[src/rtl/game_pkg.sv]
// rtl/game_pkg.sv - shared game types, timebase helpers and playfield constants
package game_pkg;

  typedef enum logic [1:0] {
    IDLE,
    PRESS_WAIT,
    PRESSED,
    RELEASE_WAIT
  } btn_state_t;

  // Playfield limits used by the player position stage.
  localparam int PLAYFIELD_LEFT  = 265;
  localparam int PLAYFIELD_RIGHT = 613;

  // Clock cycles per timebase period.
  function automatic int calc_div(input int clk_hz, input int tick_hz);
    return clk_hz / tick_hz;
  endfunction

  // Counter width able to hold 0..div-1.
  function automatic int calc_div_width(input int div);
    return (div <= 2) ? 1 : $clog2(div);
  endfunction

endpackage

[src/rtl/btn_debounce.sv]
// rtl/btn_debounce.sv - key synchronizer and tick-based debounce FSM (BTN_DEBOUNCE_BYPASS_EN skips the FSM)
module btn_debounce
  import game_pkg::*;
#(
  parameter int DEBOUNCE_MS = 10,
  parameter bit ACTIVE_LOW  = 1'b1
) (
  input  logic clk,
  input  logic rst,
  input  logic tick,
  input  logic raw,
  output logic db
);

  localparam logic       RELEASED_LVL = ACTIVE_LOW;
  localparam logic [7:0] LAST_TICK    = 8'(DEBOUNCE_MS - 1);

  logic [1:0] sync_q, sync_d;
  logic       pressed;

  // Two-flop synchronizer; resets to the released level so no phantom press.
  always_comb begin
    sync_d = {sync_q[0], raw};
  end

  // Synchronizer register.
  always_ff @(posedge clk or posedge rst) begin
    if (rst) sync_q <= {2{RELEASED_LVL}};
    else     sync_q <= sync_d;
  end

  assign pressed = sync_q[1] ^ ACTIVE_LOW;

`ifdef BTN_DEBOUNCE_BYPASS_EN
  logic unused_tick;
  assign unused_tick = tick;
  assign db          = pressed;
`else
  btn_state_t state_q, state_d;
  logic [7:0] stab_cnt_q, stab_cnt_d;

  // Next state: a level must hold for DEBOUNCE_MS ticks before it is accepted.
  always_comb begin
    state_d    = state_q;
    stab_cnt_d = stab_cnt_q;
    unique case (state_q)
      IDLE: begin
        if (pressed) begin
          state_d    = PRESS_WAIT;
          stab_cnt_d = '0;
        end
      end
      PRESS_WAIT: begin
        if (!pressed) begin
          state_d = IDLE;
        end else if (tick) begin
          if (stab_cnt_q == LAST_TICK) state_d = PRESSED;
          else stab_cnt_d = stab_cnt_q + 8'd1;
        end
      end
      PRESSED: begin
        if (!pressed) begin
          state_d    = RELEASE_WAIT;
          stab_cnt_d = '0;
        end
      end
      RELEASE_WAIT: begin
        if (pressed) begin
          state_d = PRESSED;
        end else if (tick) begin
          if (stab_cnt_q == LAST_TICK) state_d = IDLE;
          else stab_cnt_d = stab_cnt_q + 8'd1;
        end
      end
      default: state_d = IDLE;
    endcase
  end

  // State and stability counter registers.
  always_ff @(posedge clk or posedge rst) begin
    if (rst) begin
      state_q    <= IDLE;
      stab_cnt_q <= '0;
    end else begin
      state_q    <= state_d;
      stab_cnt_q <= stab_cnt_d;
    end
  end

  assign db = (state_q == PRESSED) || (state_q == RELEASE_WAIT);
`endif

endmodule

[src/rtl/button_conditioner.sv]
// rtl/button_conditioner.sv - 1 ms timebase, two debounced keys and left/right arbitration (BTN_DEBOUNCE_BYPASS_EN)
module button_conditioner
  import game_pkg::*;
#(
  parameter int CLK_HZ      = 50_000_000,
  parameter int TICK_HZ     = 1000,
  parameter int DEBOUNCE_MS = 10,
  parameter bit ACTIVE_LOW  = 1'b1
) (
  input  logic clk,
  input  logic rst,
  input  logic key_left,
  input  logic key_right,
  output logic clk_1ms,
  output logic tick_1ms,
  output logic button,
  output logic button1
);

  localparam int            DIV      = calc_div(CLK_HZ, TICK_HZ);
  localparam int            CW       = calc_div_width(DIV);
  localparam logic [CW-1:0] CNT_LAST = CW'(DIV - 1);
  localparam logic [CW-1:0] CNT_PRE  = CW'(DIV - 2);
  localparam logic [CW-1:0] CNT_HALF = CW'(DIV / 2 - 1);

  logic [CW-1:0] div_cnt_q, div_cnt_d;
  logic          tick_q, tick_d;
  logic          clk_1ms_q, clk_1ms_d;
  logic          button_q, button_d;
  logic          button1_q, button1_d;
  logic          db_left, db_right;

  // Divider: registered tick lands on div_cnt==DIV-1, clk_1ms high for div_cnt 0..DIV/2-1.
  always_comb begin
    div_cnt_d = (div_cnt_q == CNT_LAST) ? '0 : div_cnt_q + 1'b1;
    tick_d    = (div_cnt_q == CNT_PRE);
    clk_1ms_d = clk_1ms_q;
    if (div_cnt_q == CNT_LAST)      clk_1ms_d = 1'b1;
    else if (div_cnt_q == CNT_HALF) clk_1ms_d = 1'b0;
  end

  // Divider registers.
  always_ff @(posedge clk or posedge rst) begin
    if (rst) begin
      div_cnt_q <= '0;
      tick_q    <= 1'b0;
      clk_1ms_q <= 1'b0;
    end else begin
      div_cnt_q <= div_cnt_d;
      tick_q    <= tick_d;
      clk_1ms_q <= clk_1ms_d;
    end
  end

  btn_debounce #(.DEBOUNCE_MS(DEBOUNCE_MS), .ACTIVE_LOW(ACTIVE_LOW)) u_left (
    .clk (clk),
    .rst (rst),
    .tick(tick_q),
    .raw (key_left),
    .db  (db_left)
  );

  btn_debounce #(.DEBOUNCE_MS(DEBOUNCE_MS), .ACTIVE_LOW(ACTIVE_LOW)) u_right (
    .clk (clk),
    .rst (rst),
    .tick(tick_q),
    .raw (key_right),
    .db  (db_right)
  );

  // Arbitration: both keys held means no movement.
  always_comb begin
    button_d  = db_left & ~db_right;
    button1_d = db_right & ~db_left;
  end

  // Output registers.
  always_ff @(posedge clk or posedge rst) begin
    if (rst) begin
      button_q  <= 1'b0;
      button1_q <= 1'b0;
    end else begin
      button_q  <= button_d;
      button1_q <= button1_d;
    end
  end

  assign clk_1ms  = clk_1ms_q;
  assign tick_1ms = tick_q;
  assign button   = button_q;
  assign button1  = button1_q;

endmodule

[config.mk]
export PLATFORM = sky130hd
export DESIGN_NAME = button_conditioner
export DESIGN_NICKNAME = d
export VERILOG_FILES = /design/src/rtl/game_pkg.sv /design/src/rtl/btn_debounce.sv /design/src/rtl/button_conditioner.sv
export SDC_FILE = /design/constraint.sdc
export NUM_CORES = 1
export LEC_CHECK = 0
export BUFFER_PORTS_ARGS = -buffer_cell sky130_fd_sc_hd__buf_2
export CAP_MARGIN = 40
export CORE_MARGIN = 3
export CORE_UTILIZATION = 49
export DETAILED_ROUTE_END_ITERATION = 10
export GPL_ROUTABILITY_DRIVEN = 0
export PLACE_DENSITY = 0.65
export SETUP_SLACK_MARGIN = 0.1
export SLEW_MARGIN = 10
export SYNTH_ARGS = -nofsm -noshare
export SYNTH_HDL_FRONTEND = slang
export SYNTH_SLANG_ARGS = --single-unit
[constraint.sdc]
create_clock -name clk -period 2.6 [get_ports clk]
set_clock_uncertainty 0.05 [all_clocks]
set_input_delay 0.39 -clock clk [delete_from_list [all_inputs] [get_ports clk]]
set_output_delay 0.39 -clock clk [all_outputs]
set_load 0.02 [all_outputs]
==> summary.md, run 1 <==
| Metric | Value |
|---|---|
| Vias | 1594 |
| Register area share after synthesis | 49.8% |
| Xor/xnor cell area share of the yosys netlist | 8.29% |
| Headroom to the max-slew limit | 40.6% |
| Hold Buf Count CTS | 0 |
| Adder-cell share of the synthesized area | 3.38% |
| Longest Clk Path Bufs | 2 |
| Area grow syn2layout | 7.89% |
| CTS Buf Count | 5 |
| Layout Nets | 236 |
| Slew @ Worst Pin | 888 ps |
| Core area | 0.00417 mm2 |
| Vias in the first global route | 1542 |
| Ports | 8 |
| Primary FF master, synth | dfrtp_1 |
| Synth Instances | 215 |
| Row cnt | 23 |
| Status | complete, no violations |
| Yosys warns | 0 |
| CTS tree | yes |
| Final period utilization | 74.0% |
| RSZ-0062 raised after global routing | no |
| Diode count | 0 |
| Setup Viol. Count Final | 0 |
| CP Launch Type | flop |
| CP required | 2730 ps |
| Clk sinks | 44 |
| Footprint of the multi-input gates | 0.00104 mm2 |
| Register area | 0.00111 mm2 |
| Die Wd | 73.3 um |
| Clk_lat worst skew | 300 ps |
| MaxCap Viol Count | 0 |
| Finished Layout Cells | 277 |
| Post-CTS resize count | 0 |
| Cells after DPL | 269 |
| Clk slew on worst S/H paths | 80 ps |
| Routed Antenna Nets | 0 |
| Asr flop ratio synth | 100% |
| Initial antenna violation count | 0 |
| Wire per inst | 14.3 um |
| Die Y-Extent | 73.3 um |
| Reg2reg end | u_right.stab_cnt_q[1] |
| Crit Path Max Fanout | 6 |
| Pins Over Slew Limit | 0 |
| Worst hold path class | in -> reg |
| Cell area after synthesis | 0.00222 mm2 |
| Largest net degree at the start of global routing | 45 |
| Lkg Pwr | 0.00109 uW |
| Min-delay src | key_left |
| Tmin final | 1920 ps |
| Mux cell area share after synthesis | 2.25% |
| R2r setup slk | 680 ps |
| CP arrival | 2050 ps |
| Initial core utilization | 53.2% |
| Die area | 0.00537 mm2 |
| Final Hold Violating Endpoints | 0 |
| Synth unique cells | 44 |
| CP Capture Point | u_right.stab_cnt_q[1] |
| Yosys reg bits | 44 |
| Crit path kind | reg -> reg |
| Achievable Freq | 520 MHz |
| First-pass GRT wire length | 7.00 mm |
| Layout cell share with drive strength beyond 1 | 13.7% |
| R2r worst-path depth | 6 |
| Syn_nets | 225 |
| Crit. End Element | flop |
| Largest family of logic cells by synthesized area | simple AND/OR/NAND/NOR gates |
| Vias/cell | 5.75 |
| Routed wire length | 3.95 mm |
| Total track usage | 16.8% |
| Top post-synthesis cells by count | dfrtp_1 (40), nor2_1 (24), nand3_1 (19) |
| Postcts setup bufs | 0 |
| Top cell type by total area after synthesis | dfrtp_1 |
| Simple-Gate Fraction of Synth Area | 25.1% |
| Yosys top cell area share | 45.1% |
| IR drop worst, VDD | 277 uV |
| CTS Root Cell | clkbuf_8 |
| Initial DRC Count | 51 |
| H-tree depth | 2 |
| Synth area leaders | dfrtp_1 (45%), dfstp_2 (4.7%), xnor2_1 (4.7%), nand3_1 (4.3%), nor2_1 (4.1%) |
| # fillers | 355 |
| Post-Syn Area per Cell | 10.3 um2 |
| Residual DRC | 0 |
| Reg-to-reg startpoint | u_right.stab_cnt_q[1] |
| Setup TNS | 0 ps |
| Pwr/cell area | 487 mW/mm2 |
| Count leader, synth | dfrtp_1 |
| Total grt overflow | 0 |
| Critical Path Start | u_right.stab_cnt_q[1] |
| DP Wirelength | 2.85 mm |
| Post-synth EDFFs | 0 |
| Post-synthesis compound-gate area fraction | 7.95% |
| IO buf count | 7 |
| DRT Pass-1 Iters | 4 |
## registers in the layout, summed over array words and instances (netlist names), named ones only
register and flops:
u_left.stab_cnt_q 8, clk_1ms 1, button1 1, u_right.state_q 1
u_right.sync_q 2, button 1, tick_1ms 1, div_cnt_q 16
u_right.stab_cnt_q 8, u_left.sync_q 2, u_left.state_q 1
## critical path: stages, from the launching register on
cell and delay [ps]:
dfrtp_1 440, inv_1 90, ha_1 150, or4b_4 500, o41ai_4 300, or4b_2 190, nand3_1 80
## stage by stage
step | instance area (um2) | util, % | hold slack (ps) | setup WS, ps | power, uW
after floorplan | 2220 | - | 295 | 870 | 730
after global placement | 2300 | 55.2 | 296 | 835 | 741
after detailed placement | 2300 | 55.2 | 297 | 730 | 743
after CTS | 2390 | 57.4 | 130 | 702 | 1190
after global routing | 2390 | 57.4 | 117 | 579 | 1220
final | 2390 | 57.4 | 139 | 676 | 1170
## layer usage
layer / wire [um] / GRT usage, %
met5: 0 / 0
met4: 78 / 6.24
met3: 153 / 4.65
met2: 1830 / 26.1
met1: 1890 / 22.5
## placed cells by master, fill, tap and decap left out, types with 6 or more instances in the layout
cell      count
buf_2         7
clkbuf_8      6
dfrtp_1      40
xnor2_1      12
ha_1          6
xor2_1        9
o21ai_0       8
nor2_1       24
inv_1        11
nand2_1      14
nand4_1       7
nor3_1       10
nand3_1      19
## where the power goes
part | leakage [uW] | internal (uW) | switching, uW
Sequential | 0.000582 | 691 | 5.66
Clock | 0.0000510 | 212 | 226
Combinational | 0.000457 | 7.85 | 23.9
Total | 0.00109 | 911 | 256
## worst min-delay path by stage
| stage | endpoint | slack (ps) | cells after the start |
|---|---|---|---|
| 6_report | u_left.sync_q[0] | 140 | 1 |
| 5_1_grt | u_left.sync_q[0] | 120 | 1 |
| 4_1_cts | u_left.sync_q[0] | 130 | 1 |
| 3_5_place_dp | u_right.sync_q[1] | 300 | 0 |
| 3_3_place_gp | u_left.sync_q[1] | 300 | 0 |
| 2_1_floorplan | u_left.sync_q[1] | 300 | 0 |
## logic make-up (layout without fill, tap and decap cells)
| family | count (synthesis) | in the layout |
|---|---|---|
| fa+ha+maj | 6 | 6 |
| mux | 5 | 5 |
| simple gates | 100 | 100 |
| buf+inv | 16 | 28 |
| compound gates | 23 | 23 |
| xor+xnor | 21 | 21 |
| flops | 44 | 44 |
## cell type report
class	instances	share of cell area [%]
clock buffer	6	3.45
clock inverter	2	0.418
inverter	11	1.72
multi-input combinational	155	43.5
sequential	44	46.2
tap	50	2.61
timing repair buffer	9	2.09
Power figures use the tool's default switching activity.
==> run 2: changes to the inputs <==
--- a/config.mk
+++ b/config.mk
@@ -11,7 +11,7 @@
 export CORE_UTILIZATION = 49
 export DETAILED_ROUTE_END_ITERATION = 10
 export GPL_ROUTABILITY_DRIVEN = 0
-export PLACE_DENSITY = 0.65
+export PLACE_DENSITY = 0.68
 export SETUP_SLACK_MARGIN = 0.1
 export SLEW_MARGIN = 10
 export SYNTH_ARGS = -nofsm -noshare
==> constraint.sdc (replaced) <==
create_clock -name clk -period 1.5 [get_ports clk]
set_clock_uncertainty 0.05 [all_clocks]
set_input_delay 0.225 -clock clk [delete_from_list [all_inputs] [get_ports clk]]
set_output_delay 0.225 -clock clk [all_outputs]
set_load 0.02 [all_outputs]
==> summary.md, run 2 (synthesis results as in run 1) <==
| Metric | Value |
|---|---|
| Area grow syn2layout | 47.1% |
| Routed Antenna Nets | 0 |
| Most common cell after layout, fill and taps aside | buf_4 |
| Ports | 8 |
| Total grt overflow | 0 |
| DRT Pass-1 Iters | 4 |
| Setup WS pre-CTS | -292 ps |
| Die Wd | 73.3 um |
| Flop pwr share | 54.2% |
| Setup slack after layout | -333 ps |
| Vias/cell | 5.70 |
| Combinational share of power | 5.2% |
| Setup Viol. Count Final | 12 |
| Clk slew on worst S/H paths | 80 ps |
| Finished Core Util | 78.2% |
| Layout Nets | 291 |
| Die area | 0.00537 mm2 |
| Worst hold path class | reg -> reg |
| Lkg Pwr | 0.00144 uW |
| MaxCap Viol Count | 0 |
| Core area | 0.00417 mm2 |
| Most frequent cells in the layout | buf_4 (40), dfrtp_1 (33), nand3_1 (13), buf_6 (13), nand2_1 (12) |
| Crit path kind | reg -> reg |
| RSZ-0062 raised after global routing | yes |
| CP required | 1640 ps |
| Biggest register | div_cnt_q |
| Clk sinks | 44 |
| Pins Over Slew Limit | 0 |
| Clk_lat worst skew | 300 ps |
| Pwr/cell area | 681 mW/mm2 |
| Die Y-Extent | 73.3 um |
| IO buf count | 7 |
| Worst hold slack | 306 ps |
| Net Sw Frac | 21.6% |
| Final Hold Violating Endpoints | 0 |
| Tmin final | 1830 ps |
| Cells after DPL | 303 |
| H-tree depth | 2 |
| Clock network power share | 40.6% |
| Int Pwr | 1740 uW |
| Headroom to the max-slew limit | 76.3% |
| Total track usage | 22.1% |
| Wire per inst | 16.8 um |
| CP Launch Type | flop |
| Achievable Freq | 546 MHz |
| IR drop worst, VDD | 623 uV |
| DP Wirelength | 3.39 mm |
| Total power | 2220 uW |
| Crit. End Element | flop |
| CP arrival | 1970 ps |
| Finished Layout Cells | 332 |
| Routed wire length | 5.57 mm |
| CTS Buf Count | 5 |
| Longest Clk Path Bufs | 2 |
| Row cnt | 23 |
| Layout cell share with drive strength beyond 1 | 48.2% |
| First-pass GRT wire length | 9.18 mm |
| Initial core utilization | 53.2% |
| Failing checks | setup timing |
| Initial DRC Count | 97 |
| Slew @ Worst Pin | 355 ps |
| Status | finished, violations left |
| Diode count | 0 |
| Switching pwr | 480 uW |
| Initial antenna violation count | 0 |
| Largest register FFs | 16 |
| Final period utilization | 122% |
| Largest net degree at the start of global routing | 45 |
| Vias | 1894 |
| CTS tree | yes |
| Crit Path Max Fanout | 3 |
| Vias in the first global route | 2011 |
| Top Registers | div_cnt_q x16, u_left.stab_cnt_q x8, u_right.stab_cnt_q x8 |
| CTS Root Cell | clkbuf_8 |
| Residual DRC | 0 |
[run 2: cell count changes in the layout (fill, tap and decap cells not counted), sizes merged]
cell         change
buf             +52
dlygate4sd3      +3
bufinv           +1
clkinv           -1
[run 2: worst paths after layout]
kind                       slack [ps]             startpoint                     to  cells past startpoint
min in group asynchronous         470                    rst  u_right.stab_cnt_q[7]                      4
min reg2reg                       310      u_right.sync_q[0]      u_right.sync_q[1]                      0
max in group asynchronous         650                    rst       u_left.sync_q[1]                      4
max reg2reg                      -330  u_right.stab_cnt_q[1]                   flop                      7
max                              -330  u_right.stab_cnt_q[1]                   flop                      7
min                               310      u_right.sync_q[0]      u_right.sync_q[1]                      0
[run 2: power groups by stage]
stage | Clock, uW | Sequential, uW | Combinational [uW]
after global routing | 980 | 1210 | 126
after global placement | 0 | 1230 | 76.8
after detailed placement | 0 | 1230 | 80.5
after floorplan | 0 | 1230 | 41.3
final | 902 | 1210 | 116
after CTS | 922 | 1210 | 112
[run 2: through the flow]
step	instance area [um2]	setup TNS, ps
after global routing	3260	-3460
after detailed placement	2620	-1830
after global placement	2620	-1170
final	3260	-2360
after floorplan	2280	-1020
after CTS	3090	-2100
[run 2: timing repair]
item	in CTS	in global routing
hold buffers	3	0
cloned	0	0
pin swaps	14	24
endpoints found under the setup margin	32	35
hold endpoints to repair	42	0
resized for setup	47	35
buffers inserted	14	7
[run 2: layer usage]
metal	routed length [um]	vias up	GRT usage [%]	part of all wire, %
met2	2970	35	38.2	53
met4	110	0	8.05	2.0
met1	2310	952	26.1	41
li1	-	894	-	-
met3	181	13	6.16	3.3
met5	0	-	0	0
[run 2: layout make-up]
| class | instances | area (um2) |
|---|---|---|
| Inverter | 11 | 41.3 |
| Clock inverter | 2 | 35.0 |
| Multi-Input combinational cell | 155 | 1410 |
| Sequential cell | 44 | 1110 |
| Clock buffer | 6 | 72.6 |
| Timing Repair Buffer | 64 | 532 |
| Fill cell | 258 | 908 |
| Tap cell | 50 | 62.6 |
[run 2: worst max-delay path, stage by stage (launching register included)]
cell	delay, ps
dfrtp_1	400
inv_2	70
ha_4	110
or4b_4	480
buf_6	140
nor4_4	190
nand3_1	140
mux2i_1	140
==> run 3: changes to the inputs <==
--- a/config.mk
+++ b/config.mk
@@ -5,6 +5,7 @@
 export SDC_FILE = /design/constraint.sdc
 export NUM_CORES = 1
 export LEC_CHECK = 0
+export ABC_AREA = 1
 export BUFFER_PORTS_ARGS = -buffer_cell sky130_fd_sc_hd__buf_2
 export CAP_MARGIN = 40
 export CORE_MARGIN = 3
==> summary.md, run 3 <==
| Metric | Value |
|---|---|
| Ports | 8 |
| CP arrival | 1550 ps |
| Row cnt | 25 |
| Setup WS pre-CTS | 77.4 ps |
| Synth area leaders | dfrtp_1 (41%), nand2_1 (14%), nor2_1 (7.8%), nand3_1 (6.6%), inv_1 (5.4%) |
| Yosys top cell area share | 41.0% |
| Setup Viol. Count Final | 0 |
| CP Launch Type | flop |
| DP Wirelength | 3.37 mm |
| DRT Pass-1 Iters | 4 |
| Post-Syn Area per Cell | 7.58 um2 |
| Post-synth EDFFs | 0 |
| Lkg Pwr | 0.00143 uW |
| Xor/xnor cell area share of the yosys netlist | 3.59% |
| Crit path kind | reg -> reg |
| Worst hold path class | reg -> reg |
| Clk slew on worst S/H paths | 80 ps |
| Synth Instances | 322 |
| MaxCap Viol Count | 0 |
| Clk_lat worst skew | 300 ps |
| Final period utilization | 93.5% |
| Finished Layout Cells | 422 |
| Dpl cell area | 0.00264 mm2 |
| Crit. End Element | flop |
| Total grt overflow | 0 |
| Wire per inst | 12.0 um |
| Area grow syn2layout | 23.5% |
| Residual DRC | 0 |
| Total track usage | 17.3% |
| Achievable Freq | 713 MHz |
| Initial core utilization | 51.3% |
| Diode count | 0 |
| Longest Clk Path Bufs | 2 |
| Post-synthesis compound-gate area fraction | 4.92% |
| Routed wire length | 5.09 mm |
| Yosys warns | 0 |
| Biggest register | div_cnt_q |
| Register area share after synthesis | 45.3% |
| Pins Over Slew Limit | 0 |
| Most frequent cells in the layout | nand2_1 (75), nor2_1 (43), dfrtp_1 (37), inv_1 (30), nand3_1 (26) |
| Simple-Gate Fraction of Synth Area | 35.7% |
| Largest family of logic cells by synthesized area | simple AND/OR/NAND/NOR gates |
| Primary FF master, synth | dfrtp_1 |
| Vias in the first global route | 1865 |
| Slew @ Worst Pin | 270 ps |
| Yosys reg bits | 44 |
| Routed Antenna Nets | 0 |
| Die Wd | 76.6 um |
| Layout Nets | 364 |
| Initial antenna violation count | 0 |
| Pwr/cell area | 761 mW/mm2 |
| Largest register FFs | 16 |
| Asr flop ratio synth | 100% |
| CTS Root Cell | clkbuf_8 |
| Mux cell area share after synthesis | 0% |
| Cells after DPL | 406 |
| Largest net degree at the start of global routing | 45 |
| Vias | 2107 |
| Die area | 0.00586 mm2 |
| Top post-synthesis cells by count | nand2_1 (92), nor2_1 (51), dfrtp_1 (40) |
| Syn_nets | 332 |
| Status | complete, no violations |
| H-tree depth | 2 |
| Final Cell Area | 0.00302 mm2 |
| Top Registers | div_cnt_q x16, u_left.stab_cnt_q x8, u_right.stab_cnt_q x8 |
| Most common cell after layout, fill and taps aside | nand2_1 |
| CTS tree | yes |
| Worst Hold Depth | 0 |
| R2r worst-path depth | 8 |
| Clk sinks | 44 |
| CTS Buf Count | 5 |
| IR drop worst, VDD | 576 uV |
| RSZ-0062 raised after global routing | yes |
| Vias/cell | 4.99 |
| CP required | 1650 ps |
| Count leader, synth | nand2_1 |
| Layout cell share with drive strength beyond 1 | 29.6% |
| IO buf count | 7 |
| Headroom to the max-slew limit | 81.9% |
| Final Hold Violating Endpoints | 0 |
| Setup TNS | 0 ps |
| Top cell type by total area after synthesis | dfrtp_1 |
| Synth unique cells | 26 |
| Initial DRC Count | 85 |
| Crit Path Max Fanout | 5 |
| Setup slack after layout | 97.5 ps |
| Die Y-Extent | 76.6 um |
| Core area | 0.00475 mm2 |
| Tmin final | 1400 ps |
| Cell area after synthesis | 0.00244 mm2 |
| First-pass GRT wire length | 8.27 mm |
| Adder-cell share of the synthesized area | 3.08% |
## run 3: cell families after synthesis
group	Yosys count
xor+xnor	10
fa+ha+maj	6
flops	44
buf+inv	44
compound gates	18
simple gates	200
## run 3: worst max-delay path, stage by stage, from the launching register on
cell	delay (ps)
dfstp_2	550
inv_1	50
nand2_2	70
nand2_2	80
nor2_4	130
nand2_4	100
buf_6	150
nand3_1	60
nand2_1	60
## run 3: through the flow
stage               total power [uW]  utilization, %  hold slack [ps]
CTS                             2260            58.3              320
detailed placement              1470            55.6              221
floorplan                       1400               -              179
global route                    2400            63.4              324
finish                          2290            63.4              322
global placement                1470            55.6              219
## run 3: repair_timing
action,4_1_cts,5_1_grt
resized for setup,2,59
hold buffers,3,0
setup buffers,0,3
pin swaps,0,23
gates cloned,0,2
endpoints found under the hold margin,42,0
endpoints found under the setup margin,16,31
## run 3: report_power, final
group	switching (uW)	internal [uW]
Clock	395	376
Combinational	145	113
Sequential	42.1	1220
Total	582	1710
## run 3: path summary, 6_finish.rpt
check,start,to,slack (ps)
max,u_left.sync_q[1],u_left.stab_cnt_q[0],100
min,u_right.sync_q[0],u_right.sync_q[1],320
max reg2reg,u_left.sync_q[1],u_left.stab_cnt_q[0],100
min reg2reg,u_right.sync_q[0],u_right.sync_q[1],320
max in group asynchronous,rst,u_left.sync_q[0],700
min in group asynchronous,rst,u_right.stab_cnt_q[2],430
## run 3: layout make-up
cell class,instances,area (um2)
tap,67,83.8
fill,412,1740
sequential,44,1110
multi-input combinational,236,1370
inverter,41,154
clock buffer,8,90.1
timing repair buffer,26,209
## run 3: layer usage
layer	GRT usage, %	wire length, um	vias to the layer above
li1	-	-	1077
met1	23.1	2430	978
met2	27.2	2390	43
met3	3.66	163	9
met4	7.61	96	0
met5	0	0	-
